===== src/rtl/rv32_w_writeback_arbiter.sv =====
// Register-file write port 3 arbiter: fixed-priority pipeline writeback merged
// with a FIFO-buffered long-latency result stream, outputs registered on posedge.
module rv32_w_writeback_arbiter #(
  parameter int FIFO_DEPTH   = 4,
  parameter int STARVE_LIMIT = 4
) (
  input  logic                            clk_i,
  input  logic                            rst_ni,
  input  logic                            pipe_valid_i,
  input  logic [4:0]                      pipe_address_i,
  input  logic [31:0]                     pipe_data_i,
  input  logic                            lu_valid_i,
  output logic                            lu_ready_o,
  input  logic [4:0]                      lu_address_i,
  input  logic [31:0]                     lu_data_i,
  output logic                            stall_o,
  output logic                            write_enable_3_o,
  output logic [4:0]                      write_address_3_o,
  output logic [31:0]                     write_data_3_o,
  output logic [$clog2(FIFO_DEPTH+1)-1:0] fifo_count_o
);

  localparam int PW = $clog2(FIFO_DEPTH);
  localparam int CW = $clog2(FIFO_DEPTH + 1);
  localparam int SW = $clog2(STARVE_LIMIT + 1);
  localparam logic [CW-1:0] FULL_COUNT = CW'(FIFO_DEPTH);
  localparam logic [SW-1:0] STARVE_MAX = SW'(STARVE_LIMIT);

  logic [36:0]   mem_r [FIFO_DEPTH];
  logic [PW-1:0] wr_ptr_r;
  logic [PW-1:0] rd_ptr_r;
  logic [CW-1:0] count_r;
  logic [CW-1:0] count_next_s;
  logic [SW-1:0] starve_r;
  logic [SW-1:0] starve_next_s;
  logic          stall_r;
  logic          stall_next_s;
  logic          we_r;
  logic          we_next_s;
  logic [4:0]    addr_r;
  logic [4:0]    addr_next_s;
  logic [31:0]   data_r;
  logic [31:0]   data_next_s;
  logic          ready_s;
  logic          push_s;
  logic          pop_s;
  logic          pipe_take_s;
  logic          empty_s;

  assign ready_s     = rst_ni & (count_r != FULL_COUNT);
  assign empty_s     = (count_r == {CW{1'b0}});
  assign pipe_take_s = pipe_valid_i & (pipe_address_i != 5'd0);
  // x0 results are acknowledged but never stored
  assign push_s      = lu_valid_i & ready_s & (lu_address_i != 5'd0);
  assign pop_s       = ~pipe_take_s & ~empty_s;

  // Slot selection: pipeline first, then FIFO head, else idle with held address/data
  always_comb begin
    we_next_s   = 1'b0;
    addr_next_s = addr_r;
    data_next_s = data_r;
    if (pipe_take_s) begin
      we_next_s   = 1'b1;
      addr_next_s = pipe_address_i;
      data_next_s = pipe_data_i;
    end else if (!empty_s) begin
      we_next_s   = 1'b1;
      addr_next_s = mem_r[rd_ptr_r][36:32];
      data_next_s = mem_r[rd_ptr_r][31:0];
    end else begin
      we_next_s   = 1'b0;
    end
  end

  // Occupancy update from push/pop
  always_comb begin
    count_next_s = count_r;
    case ({push_s, pop_s})
      2'b10:   count_next_s = count_r + {{(CW-1){1'b0}}, 1'b1};
      2'b01:   count_next_s = count_r - {{(CW-1){1'b0}}, 1'b1};
      default: count_next_s = count_r;
    endcase
  end

  // Starvation tracking: saturating count of lost slots while the FIFO waits
  always_comb begin
    starve_next_s = starve_r;
    stall_next_s  = stall_r;
    if (pop_s || empty_s) begin
      starve_next_s = {SW{1'b0}};
      stall_next_s  = 1'b0;
    end else begin
      if (starve_r != STARVE_MAX) begin
        starve_next_s = starve_r + {{(SW-1){1'b0}}, 1'b1};
      end else begin
        starve_next_s = starve_r;
      end
      stall_next_s = (starve_next_s == STARVE_MAX);
    end
  end

  // Output, pointer, occupancy and starvation registers
  always_ff @(posedge clk_i or negedge rst_ni) begin
    if (!rst_ni) begin
      we_r     <= 1'b0;
      addr_r   <= 5'd0;
      data_r   <= 32'd0;
      wr_ptr_r <= {PW{1'b0}};
      rd_ptr_r <= {PW{1'b0}};
      count_r  <= {CW{1'b0}};
      starve_r <= {SW{1'b0}};
      stall_r  <= 1'b0;
    end else begin
      we_r     <= we_next_s;
      addr_r   <= addr_next_s;
      data_r   <= data_next_s;
      count_r  <= count_next_s;
      starve_r <= starve_next_s;
      stall_r  <= stall_next_s;
      if (push_s) begin
        wr_ptr_r <= wr_ptr_r + {{(PW-1){1'b0}}, 1'b1};
      end else begin
        wr_ptr_r <= wr_ptr_r;
      end
      if (pop_s) begin
        rd_ptr_r <= rd_ptr_r + {{(PW-1){1'b0}}, 1'b1};
      end else begin
        rd_ptr_r <= rd_ptr_r;
      end
    end
  end

  // FIFO storage
  always_ff @(posedge clk_i or negedge rst_ni) begin
    if (!rst_ni) begin
      for (int i = 0; i < FIFO_DEPTH; i++) begin
        mem_r[i] <= 37'd0;
      end
    end else begin
      if (push_s) begin
        mem_r[wr_ptr_r] <= {lu_address_i, lu_data_i};
      end else begin
        mem_r[wr_ptr_r] <= mem_r[wr_ptr_r];
      end
    end
  end

  assign lu_ready_o        = ready_s;
  assign stall_o           = stall_r;
  assign write_enable_3_o  = we_r;
  assign write_address_3_o = addr_r;
  assign write_data_3_o    = data_r;
  assign fifo_count_o      = count_r;

endmodule

===== config.mk =====
export PLATFORM = sky130hd
export DESIGN_NAME = rv32_w_writeback_arbiter
export DESIGN_NICKNAME = d
export VERILOG_FILES = /design/src/rtl/rv32_w_writeback_arbiter.sv
export SDC_FILE = /design/constraint.sdc
export NUM_CORES = 1
export LEC_CHECK = 0
export BUFFER_PORTS_ARGS = -buffer_cell sky130_fd_sc_hd__buf_2
export CAP_MARGIN = 30
export CORE_MARGIN = 2
export CORE_UTILIZATION = 45
export DETAILED_ROUTE_END_ITERATION = 6
export PLACE_DENSITY = 0.74
export SETUP_SLACK_MARGIN = 0.2
export SLEW_MARGIN = 20
export SYNTH_ARGS = -nofsm -noshare
export SYNTH_HDL_FRONTEND = slang
export SYNTH_SLANG_ARGS = --single-unit

===== constraint.sdc =====
create_clock -name clk_i -period 2.8 [get_ports clk_i]
set_input_delay 0.42 -clock clk_i [delete_from_list [all_inputs] [get_ports clk_i]]
set_output_delay 0.42 -clock clk_i [all_outputs]
set_load 0.01 [all_outputs]

==> impl_metrics.csv <==
group,metric,value,unit
synthesis,synth_area,9800,µm²
global_routing,overflow,0,
floorplan,chipHeight,152,µm
routing,drt-total-wl,23200,µm
worst_hold_path,min_path_type,"in2async",
global_routing,grt_pass1_wl,37200,µm
synthesis,ys_types,36,
synthesis,yosysTopAreaCell,"dfrtp_1",
critical_path,critical_path_class,"reg2reg",
finish,nets,1048,
clocking,cts_tree,"yes",
synthesis,synth_top_area_share,50.3,%
synthesis,yosysSeqAreaShare,50.3,%
routing,drcViolationCount,0,
floorplan,placementRows,53,
pwr,p_leak,4.57,nW
sta,period_share,76.4,%
finish,drive_gt1_share,29.0,%
clocking,root_buffer,"clkbuf_16",
critical_path,crit_path_end_kind,"flop",
pwr,p_total,13.5,mW
synthesis,syn_area_per_cell,11.3,µm²
sta,timing.fmax,0.468,GHz
synthesis,synth_edf_count,0,
floorplan,dieArea,23000,µm²
routing,wl_per_cell,18.5,µm
critical_path,cp-start-kind,"flop",
pwr,max-vdd-ir-drop,0.619,mV
clocking,numCtsBuffers,17,
sta,worst_slew_pin_slew,856,ps
finish,area_delta_synth_final,14.9,%
floorplan,die_w,152,µm
global_routing,grt_pass1_vias,7126,
routing,drtIter0Drc,593,
clocking,clk_pin_slew,70,ps
sta,maxSlewViolCount,0,
clocking,clkSinkCount,197,
synthesis,syn_inst,867,
clocking,h-tree-depth,4,
routing,ant_nets,0,
synthesis,synth_area_leaders,"dfrtp_1 50%, mux4_2 17%, a21oi_1 7.6%",
finish,diodes,0,
critical_path,reg2regPathDepth,6,
critical_path,worstPathMaxFanout,37,
placed_design,dp.final_hpwl,14900,µm
clocking,post_cts_buffers,0,
sta,fin_crit,2140,ps
sta,setup_tns,0,ps
routing,vias,7166,
sta,grt_setup_unrepaired,"false",
synthesis,synth_seq_cells,197,
synthesis,async_flop_share,100,%
clocking,ctsHoldBuffers,0,
clocking,insertion_delay,430,ps
synthesis,synth_common_cells,"197 x dfrtp_1, 186 x nor2_1, 148 x a21oi_1",
global_routing,antenna_found_initial,0,
synthesis,synth_fp_nets,953,
clocking,post_cts_resized,0,
finish,n_fill_cell,1804,
critical_path,required,3090,ps
placed_design,gp_congestion,0.767,
routing,firstDrtPassIters,5,
synthesis,dominantRegCellSynth,"dfrtp_1",
global_routing,grt_usage,21.3,%
pwr,cellPowerDensity,1200,nW/µm²
floorplan,pin_count,121,
global_routing,grt_max_degree,154,
synthesis,yosysMostFrequentCell,"dfrtp_1",
synthesis,ys.warnings.count,0,
flow_run,cap_violations,0,
clocking,clk_path_buf_depth,2,
placed_design,port_buffers,120,
sta,relSlewSlack,42.9,%
routing,vias_per_cell,5.73,
sta,setup_viol,0,
floorplan,start_util,46.2,%
sta,skew,8.96,ps
run_status,status,"finished clean",
floorplan,core,21200,µm²
sta,hold_viol,0,
critical_path,cp.arrival,2430,ps
-- cells by family (layout without fill, tap and decap cells) --
logic type               after synthesis  after routing  share of synthesized area, %
AO/OA/AOI/OAI                        195            195                          11.1
XOR/XNOR                               7              7                         0.626
adder cells (fa/ha/maj)                8              8                          1.10
buffers and inverters                 76            184                          3.65
flip-flops                           197            197                          50.3
multiplexers                         106            106                          22.1
AND/OR/NAND/NOR                      278            278                          11.2
-- critical path, stage by stage (launching register included) --
cell and delay [ps]:
dfrtp_1 440, nor3b_4 200, a211oi_4 380, clkinv_2 150
buf_12 260, mux2i_1 390, a21oi_1 140
-- flip-flops by register name, indices dropped and copies added (netlist names) --
register and count:
rd_ptr_r 2, fifo_count_o 3, wr_ptr_r 2, starve_r 3
write_data_3_o 32, mem_r 148, write_address_3_o 5, write_enable_3_o 1
stall_o 1
-- through the flow --
step	util (%)	cells	hold slack (ps)	area (µm²)	setup WS (ps)
floorplan	-	867	124	9800	400
global placement	50.5	1218	496	10700	294
detailed placement	50.5	1218	502	10700	264
CTS	53.1	1250	194	11300	640
global route	53.1	1250	214	11300	496
finish	53.1	1250	199	11300	662
-- where the power goes --
| group | internal [mW] | total [mW] | switching [mW] |
|---|---|---|---|
| Sequential | 3.96 | 5.03 | 1.06 |
| Combinational | 2.93 | 6.15 | 3.22 |
| Clock | 1.17 | 2.30 | 1.13 |
| Total | 8.06 | 13.5 | 5.41 |
-- area by class of cell --
class / instances / area (µm²) / share of cell area [%]
Timing Repair Buffer: 144 / 865 / 7.68
Sequential cell: 197 / 4940 / 43.9
Tap cell: 275 / 344 / 3.06
Multi-Input combinational cell: 594 / 4540 / 40.3
Clock inverter: 13 / 100 / 0.889
Clock buffer: 19 / 443 / 3.93
Inverter: 8 / 31.3 / 0.278
-- final timing paths --
path	start	end	slack, ps
setup / recovery	fifo_count_o[2]	mem_r[51]	660
hold / removal	rst_ni	mem_r[79]	200
setup reg to reg	fifo_count_o[2]	mem_r[51]	660
hold reg to reg	write_address_3_o[4]	write_address_3_o[4]	510
max in group asynchronous	rst_ni	mem_r[120]	1570
min in group clk_i	pipe_address_i[4]	write_address_3_o[4]	210
-- cell usage in the layout, fill, tap and decap left out, drive strengths merged --
cell | netlist | routed
dfrtp | 197 | 197
nor2 | 186 | 186
a21oi | 148 | 148
buf | 24 | 143
nand2 | 77 | 77
mux4 | 74 | 74
a31oi | 35 | 35
mux2i | 32 | 32
clkbuf | 44 | 20
inv | 8 | 11
clkinv | 0 | 8
ha | 7 | 7
a22oi | 5 | 5
xnor2 | 4 | 4
o21ai | 4 | 4
nor3b | 4 | 4
nand3 | 3 | 3
xor2 | 3 | 3
nor3 | 3 | 3
a32oi | 2 | 2
clkinvlp | 0 | 2
or4 | 1 | 1
or3 | 1 | 1
and2 | 1 | 1
a211oi | 1 | 1
nor2b | 1 | 1
nand3b | 1 | 1
fa | 1 | 1
-- layer usage --
metal	track usage, %	vias to the layer above	routed length, µm
li1	-	3290	-
met1	28.6	3621	10100
met2	35.2	226	11400
met3	3.74	29	1230
met4	7.27	0	467
met5	0	-	0
Note: power is estimated with default switching activity, not from simulation.
